[src/rtl/hdmi_symbol_pkg.sv]
// Shared TMDS symbol tables, symbol classes and island-tracker states for the HDMI RX path.
package hdmi_symbol_pkg;

  typedef enum logic [1:0] {
    CTRL  = 2'd0,
    TERC4 = 2'd1,
    OTHER = 2'd2
  } sym_class_e;

  typedef enum logic [1:0] {
    S_OTHER  = 2'd0,
    S_CTRL   = 2'd1,
    S_QUAL   = 2'd2,
    S_ISLAND = 2'd3
  } fsm_state_e;

  // Indexed by the decoded nibble.
  localparam logic [9:0] TERC4_TBL [16] = '{
    10'b1010011100, 10'b1001100011, 10'b1011100100, 10'b1011100010,
    10'b0101110001, 10'b0100011110, 10'b0110001110, 10'b0100111100,
    10'b1011001100, 10'b0100111001, 10'b0110011100, 10'b1011000110,
    10'b1010001110, 10'b1001110001, 10'b0101100011, 10'b1011000011
  };

  // Indexed by {c1,c0}.
  localparam logic [9:0] CTRL_TBL [4] = '{
    10'b1101010100, 10'b0010101011, 10'b0101010100, 10'b1010101011
  };

endpackage

[src/rtl/terc4_decode_ch.sv]
// Per-channel TMDS symbol classifier: registers class match, TERC4 nibble and control bits.
module terc4_decode_ch
  import hdmi_symbol_pkg::*;
(
  input  logic       clk_1x_in,
  input  logic       rst_in,
  input  logic [9:0] sym_i,
  output logic       is_terc4_o,
  output logic       is_ctrl_o,
  output logic [3:0] nib_o,
  output logic [1:0] ctrl_o
);

  sym_class_e class_d, class_p1_q;
  logic [3:0] nib_d, nib_p1_q;
  logic [1:0] ctrl_d, ctrl_p1_q;

  // The two tables are disjoint, so at most one loop can match.
  always_comb begin
    class_d = OTHER;
    nib_d   = '0;
    ctrl_d  = '0;
    for (int i = 0; i < 16; i++) begin
      if (sym_i == TERC4_TBL[i]) begin
        class_d = TERC4;
        nib_d   = 4'(i);
      end
    end
    for (int i = 0; i < 4; i++) begin
      if (sym_i == CTRL_TBL[i]) begin
        class_d = CTRL;
        ctrl_d  = 2'(i);
      end
    end
  end

  // Stage 1 boundary
  always_ff @(posedge clk_1x_in or posedge rst_in) begin
    if (rst_in) begin
      class_p1_q <= OTHER;
      nib_p1_q   <= '0;
      ctrl_p1_q  <= '0;
    end else begin
      class_p1_q <= class_d;
      nib_p1_q   <= nib_d;
      ctrl_p1_q  <= ctrl_d;
    end
  end

  assign is_terc4_o = (class_p1_q == TERC4);
  assign is_ctrl_o  = (class_p1_q == CTRL);
  assign nib_o      = nib_p1_q;
  assign ctrl_o     = ctrl_p1_q;

endmodule

[src/rtl/hdmi_island_detect.sv]
// Multi-channel TMDS classifier with data-island qualification FSM, decoded outputs and statistics.
module hdmi_island_detect
  import hdmi_symbol_pkg::*;
#(
  parameter int NUM_CH  = 3,
  parameter int MIN_RUN = 2,
  parameter int MAX_ERR = 2,
  parameter int CNT_W   = 16
) (
  input  logic                  clk_1x_in,
  input  logic                  rst_in,
  input  logic [10*NUM_CH-1:0]  deser_data,
  output logic [NUM_CH-1:0]     is_terc4,
  output logic [NUM_CH-1:0]     is_ctrl,
  output logic                  island_active,
  output logic                  nib_valid,
  output logic [4*NUM_CH-1:0]   nib_data,
  output logic                  ctrl_valid,
  output logic [2*NUM_CH-1:0]   ctrl_data,
  output logic [CNT_W-1:0]      island_count,
  output logic [CNT_W-1:0]      err_count
);

  function automatic logic [CNT_W-1:0] sat_inc(input logic [CNT_W-1:0] v);
    return (&v) ? v : v + CNT_W'(1);
  endfunction

  logic [4*NUM_CH-1:0] nib_p1;
  logic [2*NUM_CH-1:0] ctrl_p1;

  for (genvar c = 0; c < NUM_CH; c++) begin : g_ch
    terc4_decode_ch u_dec (
      .clk_1x_in  (clk_1x_in),
      .rst_in     (rst_in),
      .sym_i      (deser_data[10*c +: 10]),
      .is_terc4_o (is_terc4[c]),
      .is_ctrl_o  (is_ctrl[c]),
      .nib_o      (nib_p1[4*c +: 4]),
      .ctrl_o     (ctrl_p1[2*c +: 2])
    );
  end

  logic all_ctrl, all_terc4, mixed;
  assign all_ctrl  = &is_ctrl;
  assign all_terc4 = &is_terc4;
  assign mixed     = !all_ctrl && !all_terc4;

  fsm_state_e state_q, state_d;
  logic [3:0] run_q, run_d, err_run_q, err_run_d;

  // Stage 2 boundary: FSM state
  always_ff @(posedge clk_1x_in or posedge rst_in) begin
    if (rst_in) begin
      state_q   <= S_OTHER;
      run_q     <= '0;
      err_run_q <= '0;
    end else begin
      state_q   <= state_d;
      run_q     <= run_d;
      err_run_q <= err_run_d;
    end
  end

  always_comb begin
    state_d   = state_q;
    run_d     = run_q;
    err_run_d = err_run_q;
    if (all_ctrl) begin
      state_d   = S_CTRL;
      run_d     = '0;
      err_run_d = '0;
    end else begin
      case (state_q)
        S_OTHER, S_CTRL: begin
          if (all_terc4) begin
            run_d   = 4'd1;
            state_d = (MIN_RUN == 1) ? S_ISLAND : S_QUAL;
          end else begin
            state_d = S_OTHER;
          end
        end
        S_QUAL: begin
          if (all_terc4) begin
            run_d = run_q + 4'd1;
            if (run_q + 4'd1 == 4'(MIN_RUN)) state_d = S_ISLAND;
          end else begin
            state_d = S_OTHER;
            run_d   = '0;
          end
        end
        S_ISLAND: begin
          if (all_terc4) begin
            err_run_d = '0;
          end else if (err_run_q + 4'd1 == 4'(MAX_ERR)) begin
            state_d   = S_OTHER;
            err_run_d = '0;
          end else begin
            err_run_d = err_run_q + 4'd1;
          end
        end
        default: state_d = S_OTHER;
      endcase
    end
  end

  logic nib_vld_d, isl_entry, err_hit;

  always_comb begin
    nib_vld_d = all_terc4 && (state_d == S_ISLAND);
    isl_entry = (state_d == S_ISLAND) && (state_q != S_ISLAND);
    err_hit   = (state_q == S_ISLAND) && mixed;
  end

  logic                nib_vld_p2_q, ctrl_vld_p2_q;
  logic [4*NUM_CH-1:0] nib_data_p2_q;
  logic [2*NUM_CH-1:0] ctrl_data_p2_q;
  logic [CNT_W-1:0]    isl_cnt_q, err_cnt_q;

  // Stage 2 boundary: decoded outputs and counters
  always_ff @(posedge clk_1x_in or posedge rst_in) begin
    if (rst_in) begin
      nib_vld_p2_q   <= 1'b0;
      nib_data_p2_q  <= '0;
      ctrl_vld_p2_q  <= 1'b0;
      ctrl_data_p2_q <= '0;
      isl_cnt_q      <= '0;
      err_cnt_q      <= '0;
    end else begin
      nib_vld_p2_q   <= nib_vld_d;
      nib_data_p2_q  <= nib_p1;
      ctrl_vld_p2_q  <= all_ctrl;
      ctrl_data_p2_q <= ctrl_p1;
      if (isl_entry) isl_cnt_q <= sat_inc(isl_cnt_q);
      if (err_hit)   err_cnt_q <= sat_inc(err_cnt_q);
    end
  end

  assign island_active = (state_q == S_ISLAND);
  assign nib_valid     = nib_vld_p2_q;
  assign nib_data      = nib_data_p2_q;
  assign ctrl_valid    = ctrl_vld_p2_q;
  assign ctrl_data     = ctrl_data_p2_q;
  assign island_count  = isl_cnt_q;
  assign err_count     = err_cnt_q;

endmodule

[config.mk]
export PLATFORM = sky130hd
export DESIGN_NAME = hdmi_island_detect
export DESIGN_NICKNAME = d
export VERILOG_FILES = /design/src/rtl/hdmi_symbol_pkg.sv /design/src/rtl/terc4_decode_ch.sv /design/src/rtl/hdmi_island_detect.sv
export SDC_FILE = /design/constraint.sdc
export NUM_CORES = 1
export LEC_CHECK = 0
export CAP_MARGIN = 20
export CORE_AREA = 2 2 122 124
export DETAILED_ROUTE_END_ITERATION = 16
export DIE_AREA = 0 0 124 126
export PLACE_DENSITY_LB_ADDON = 0.05
export SLEW_MARGIN = 20
export SYNTH_ARGS = -nofsm -noshare
export SYNTH_HDL_FRONTEND = slang
export SYNTH_SLANG_ARGS = --single-unit
export TNS_END_PERCENT = 30
[constraint.sdc]
create_clock -name clk_1x_in -period 2.25 [get_ports clk_1x_in]
set_input_delay 0.225 -clock clk_1x_in [delete_from_list [all_inputs] [get_ports clk_1x_in]]
set_output_delay 0.225 -clock clk_1x_in [all_outputs]
set_load 0.005 [all_outputs]
* After elaboration in Yosys (flattened, before gate mapping)
Cells that the tools add are included.
Storage, ports and cells: register bits 86, input port bits 32
Operators by class: $add $sub $neg 4, equality and inequality tests 71, multiplexer cells 129, bitwise logic cells 2, reductions and logical operators 20
Operators with widths (count):
- equality test 10 bit (second input constant) | 33
- equality test 10 x 9 -> 1 bit (second input constant) | 24
- two-way mux 2 bit | 78
- two-way mux 4 bit | 31
- two-way mux 3 bit | 12
- adder 16 x 1 -> 16 bit (second input constant) | 2
- AND reduction 16 bit | 2
- equality test 10 x 8 -> 1 bit (second input constant) | 3
- adder 4 x 1 -> 4 bit (second input constant) | 2
- equality test 2 x 1 -> 1 bit (second input constant) | 4
- equality test 4 x 2 -> 1 bit (second input constant) | 2
- zero test 2 bit | 4
- one-hot mux 4 bit (2 select lines) | 1
- equality test 2 bit (second input constant) | 3
- two-way mux 1 bit | 6
- one-hot mux 2 bit (3 select lines) | 1
- AND reduction 2 bit | 3
- AND reduction 3 bit | 2
- logical AND 1 bit | 4
- inequality test 3 bit (second input constant) | 1
- nonzero test 3 bit | 1
- zero test 1 bit | 2
- inequality test 2 bit (second input constant) | 1
- NOT 1 bit | 2
- other kinds (2) | 2

* Longest topological paths before layout
depth after elaboration 21, mapped depth 8, mapped depth without buffers 6

* Hierarchy
A second synthesis with hierarchy kept.
Second synthesis, totals: cells, all modules 474, area total of the unflattened synthesis 5031.1 µm²
By module, submodules not included:
- hdmi_island_detect | instances 1, cells each 246, area an instance 2730.1 µm², sequential area each 1551.5 µm²
- terc4_decode_ch | instances 3, cells each 76, area an instance 767.0 µm², sequential area each 201.4 µm²

* Least setup slack after synthesis
OpenSTA, ideal clock, no wires.
path type register to register, start reg isl_cnt_q[3], in the netlist island_count[3], end reg isl_cnt_q[5], in the netlist island_count[5], library setup time 0.133 ns, data arrival time 1.706 ns, path slack 0.411 ns, stages on the path, launching flop included 7, path through dfrtp_1 nand4_1 or4_4 nor2_8 buf_12 nor4b_2 xor2_1
On the way: longest elaborated chain between the ends 3, elaborated cells on any way between the ends 4
Ends and longest elaborated chain:
- start: declaration | RTL line hdmi_island_detect.sv:117 | logic [CNT_W-1:0] isl_cnt_q, err_cnt_q;
- start signal: assignment | RTL line hdmi_island_detect.sv:133 | if (isl_entry) isl_cnt_q <= sat_inc(isl_cnt_q);
- branches (longest 3 deep; another with adder 16 x 1 -> 16 bit)
Parallel ways; which one is timed is not known. A chain may end at the register's enable or synchronous reset.

* Final worst setup path
start reg g_ch[1].u_dec.class_p1_q[1], end reg err_cnt_q[7], in the netlist err_count[7]
On the way: longest elaborated chain between the ends 6, elaborated cells on any way between the ends 9
Ends and longest elaborated chain:
- start: declaration | RTL line terc4_decode_ch.sv:14 | sym_class_e class_d, class_p1_q;
- start signal: assignment | RTL line terc4_decode_ch.sv:44 | class_p1_q <= class_d;
- equality test 2 x 1 -> 1 bit / zero test 2 bit (equally long branches) | RTL line terc4_decode_ch.sv:50, terc4_decode_ch.sv:51
- AND reduction 3 bit, on equally long branches | RTL line hdmi_island_detect.sv:45, hdmi_island_detect.sv:44
- zero test 1 bit | RTL line hdmi_island_detect.sv:46 | assign mixed = !all_ctrl && !all_terc4;
- logical AND 1 bit * | RTL line hdmi_island_detect.sv:46
- logical AND 1 bit * | RTL line hdmi_island_detect.sv:111 | err_hit = (state_q == S_ISLAND) && mixed;
- AND reduction 2 bit (no line) *
- end signal: assignment | RTL line hdmi_island_detect.sv:134 | if (err_hit) err_cnt_q <= sat_inc(err_cnt_q);
- end: declaration | RTL line hdmi_island_detect.sv:117
Mark *: on every way between the ends. The rest lies on a longest branch, timed or not.

==> impl_table.tex <==
\begin{tabular}{lr}
\hline
Metric & Value \\
\hline
\multicolumn{2}{l}{\textbf{Run status}} \\
Status & finished, final reports clean \\
\multicolumn{2}{l}{\textbf{Worst setup path}} \\
CP arrival & 2.31 ns \\
Kind of end point of the critical path & flop \\
Setup Crit Path Kind & flop to flop \\
Crit start category & flop \\
Worst Path Required & 2.50 ns \\
Highest fanout seen on the critical path & 13 \\
\multicolumn{2}{l}{\textbf{Floorplan}} \\
Number of placed I/O pins & 91 \\
Row Count & 44 \\
Die Span X & 124 µm \\
Floorplan die height & 126 µm \\
Starting Density & 34.4\% \\
DIE AREA & 15600 µm² \\
Area of the placeable core & 14300 µm² \\
\multicolumn{2}{l}{\textbf{Layout}} \\
Final net count & 633 \\
Commonest non-fill, non-tap cell in the layout & clkdlybuf4s50\_1 \\
Inserted Diodes & 0 \\
Most used cells in the layout excluding fill and tap cells & clkdlybuf4s50\_1, dfrtp\_1, nand2\_1 \\
Post-synthesis to final-layout area growth & 32.7\% \\
Fraction of final layout cells with drive strength greater than 1 & 14.7\% \\
Fill cells & 1392 \\
\multicolumn{2}{l}{\textbf{Logic synthesis}} \\
Number of standard cells after synthesis & 485 \\
Async set or reset register ratio after synthesis & 100\% \\
Most used DFF post-synth & dfrtp\_1 \\
Number of enable flip-flop cells after synthesis & 0 \\
Synth warn & 0 \\
Sequential area share after synthesis & 43.8\% \\
Synth Cell Area & 4920 µm² \\
Library cells used by synthesis & 75 \\
Number of nets in the synthesized netlist & 523 \\
Syn\_area\_per\_cell & 10.1 µm² \\
Flip-flop and latch count after synthesis & 86 \\
\multicolumn{2}{l}{\textbf{Global route}} \\
Initial antenna violation count & 0 \\
Largest net degree at the start of global routing & 87 \\
Total gr overflow & 0 \\
Via count of the first global-routing pass & 3863 \\
Global-route wire length before repair & 19500 µm \\
Global-route usage over all layers & 15.5\% \\
\multicolumn{2}{l}{\textbf{Clocking}} \\
Clk sink count & 86 \\
H-tree depth reported by CTS & 3 \\
Library cell used as clock root buffer & clkbuf\_16 \\
CTS tree & yes \\
Setup Fix Bufs, Post-CTS & 0 \\
Resized Gates After CTS & 0 \\
CTS Buf Count & 9 \\
Register clock-pin slew on the reported worst setup and hold paths & 0.06 ns \\
Number of hold buffers added after CTS & 0 \\
Worst-case clock buffer depth & 2 \\
Clk Latency, worst-skew pair & 0.34 ns \\
\multicolumn{2}{l}{\textbf{STA}} \\
Post-route setup TNS & 0 ns \\
Final hold vios & 0 \\
RSZ-0062 raised after global routing & no \\
Fin. max-slew vios & 0 \\
Count of final setup violators & 0 \\
Clock Skews & 0.00597 ns \\
Final worst setup slack & 0.194 ns \\
Fin crit period & 2.06 ns \\
Tcrit/Tclk final & 91.4\% \\
Worst slew slack as a fraction of its limit & 63.4\% \\
Max frequency & 486 MHz \\
Final hold slack & 0.347 ns \\
Transition time at the pin with the least slew margin & 0.545 ns \\
\multicolumn{2}{l}{\textbf{Detailed routing}} \\
Via-to-Cell Ratio & 5.29 \\
Antenna-violating nets left & 0 \\
TritonRoute pass-1 iters & 4 \\
Average wire length per cell after detail routing & 14.9 µm \\
Iter 0 DRT Violations & 244 \\
Remaining DRCs & 0 \\
Drt total wl & 11700 µm \\
Via count & 4150 \\
\multicolumn{2}{l}{\textbf{Hold path}} \\
Hold Crit Class & flop to flop \\
\multicolumn{2}{l}{\textbf{Placed design}} \\
Port Buffer Count & 90 \\
Routability-driven placement congestion ratio & 0.856 \\
Sum of net half-perimeters after detailed placement & 8750 µm \\
Pre-CTS setup slack & 0.0516 ns \\
\multicolumn{2}{l}{\textbf{Pwr}} \\
Power density relative to cell area & 529 nW/µm² \\
Lkg Pwr & 2.80 nW \\
Peak supply drop & 332 µV \\
\multicolumn{2}{l}{\textbf{Flow run}} \\
Number of max-cap violations & 0 \\
\hline
\end{tabular}
==> power breakdown <==
group / internal, mW / leakage, nW / switching [mW] / total [mW]
combinational: 0.128 / 1.45 / 0.148 / 0.277
sequential: 1.55 / 1.19 / 0.00293 / 1.56
clock: 1.01 / 0.159 / 0.612 / 1.62
total: 2.69 / 2.80 / 0.763 / 3.45
==> Yosys cell counts (all sizes together), types with 6 or more instances <==
cell type,instances,area share [%]
dfrtp,83,42
nand2,36,2.7
nor2,26,2.5
nand3,25,2.5
xor2,23,4.1
nand4,20,2.8
nor3,19,2.6
buf,15,2.4
nand2b,14,1.8
nor2b,14,1.8
nor4,14,2.6
xnor2,14,2.5
a21oi,12,1.2
inv,12,0.92
o21ai,12,1.3
clkbuf,11,0.84
and3,10,1.3
nor3b,10,1.7
nor4bb,8,1.6
nand3b,7,1.1
ha,6,1.5
nand4b,6,1.1
o22ai,6,0.76
or4bb,6,1.4
==> cells by family (layout without fill, tap and decap cells) <==
| group | Yosys count | after routing | synth area share (%) |
|---|---|---|---|
| AND/OR/NAND/NOR | 244 | 244 | 33.1 |
| flip-flops | 86 | 86 | 43.8 |
| buffers and inverters | 39 | 154 | 4.22 |
| AO/OA/AOI/OAI | 71 | 71 | 10.2 |
| multiplexers | 2 | 2 | 0.534 |
| XOR/XNOR | 37 | 37 | 6.59 |
| adder cells (fa/ha/maj) | 6 | 6 | 1.53 |
==> critical path, stage by stage (launching register included) <==
cell and delay [ns]:
dfstp_2 0.56, nand4b_1 0.23, buf_4 0.18, o21a_1 0.15, o211a_1 0.40, nor3b_1 0.28, xor2_1 0.17
==> final cells by class <==
cell class                      count  area (µm²)  area share [%]
Inverter                           13        52.6           0.805
Tap cell                          184         230            3.53
Clock buffer                       10         239            3.66
Sequential cell                    86        2160            33.0
Timing Repair Buffer              125        1200            18.4
Clock inverter                      6        93.8            1.44
Multi-Input combinational cell    360        2550            39.1
==> final timing paths <==
| check | startpoint | endpoint | cells after the start | slack (ns) |
|---|---|---|---|---|
| min in group asynchronous | rst_in | err_count[7] | 3 | 0.36 |
| worst min register to register | g_ch[0].u_dec.nib_o[3] | nib_data[3] | 0 | 0.35 |
| worst min-delay path | g_ch[0].u_dec.nib_o[3] | nib_data[3] | 0 | 0.35 |
| max in group asynchronous | rst_in | g_ch[2].u_dec.class_p1_q[1] | 3 | 1.48 |
| worst max-delay path | g_ch[1].u_dec.class_p1_q[1] | err_count[7] | 6 | 0.19 |
| worst max register to register | g_ch[1].u_dec.class_p1_q[1] | err_count[7] | 6 | 0.19 |
==> flip-flops by register name (all words and copies together) (netlist names) <==
register               cells
err_count                 16
island_count              16
g_ch.u_dec.nib_o          12
nib_data                  12
ctrl_data                  6
g_ch.u_dec.class_p1_q      6
g_ch.u_dec.ctrl_o          6
err_run_q                  4
run_q                      4
state_q                    2
ctrl_valid                 1
nib_valid                  1
==> metal layers <==
layer	vias to the layer above	track usage, %	wire length [µm]
met4	0	5.35	180
met5	-	0	0
met2	91	24.4	5680
met3	13	2.54	464
li1	2024	-	-
met1	2022	21.6	5370
==> stage by stage <==
stage | util (%) | power (mW) | instance area [µm²] | cells
after CTS | 45.6 | 3.51 | 6530 | 784
after detailed placement | 43.3 | 1.86 | 6190 | 768
after floorplan | - | 1.72 | 4920 | 485
after global routing | 45.6 | 3.61 | 6530 | 784
final | 45.6 | 3.45 | 6530 | 784
after global placement | 43.3 | 1.86 | 6190 | 768
Note: power is estimated with default switching activity, not from simulation.
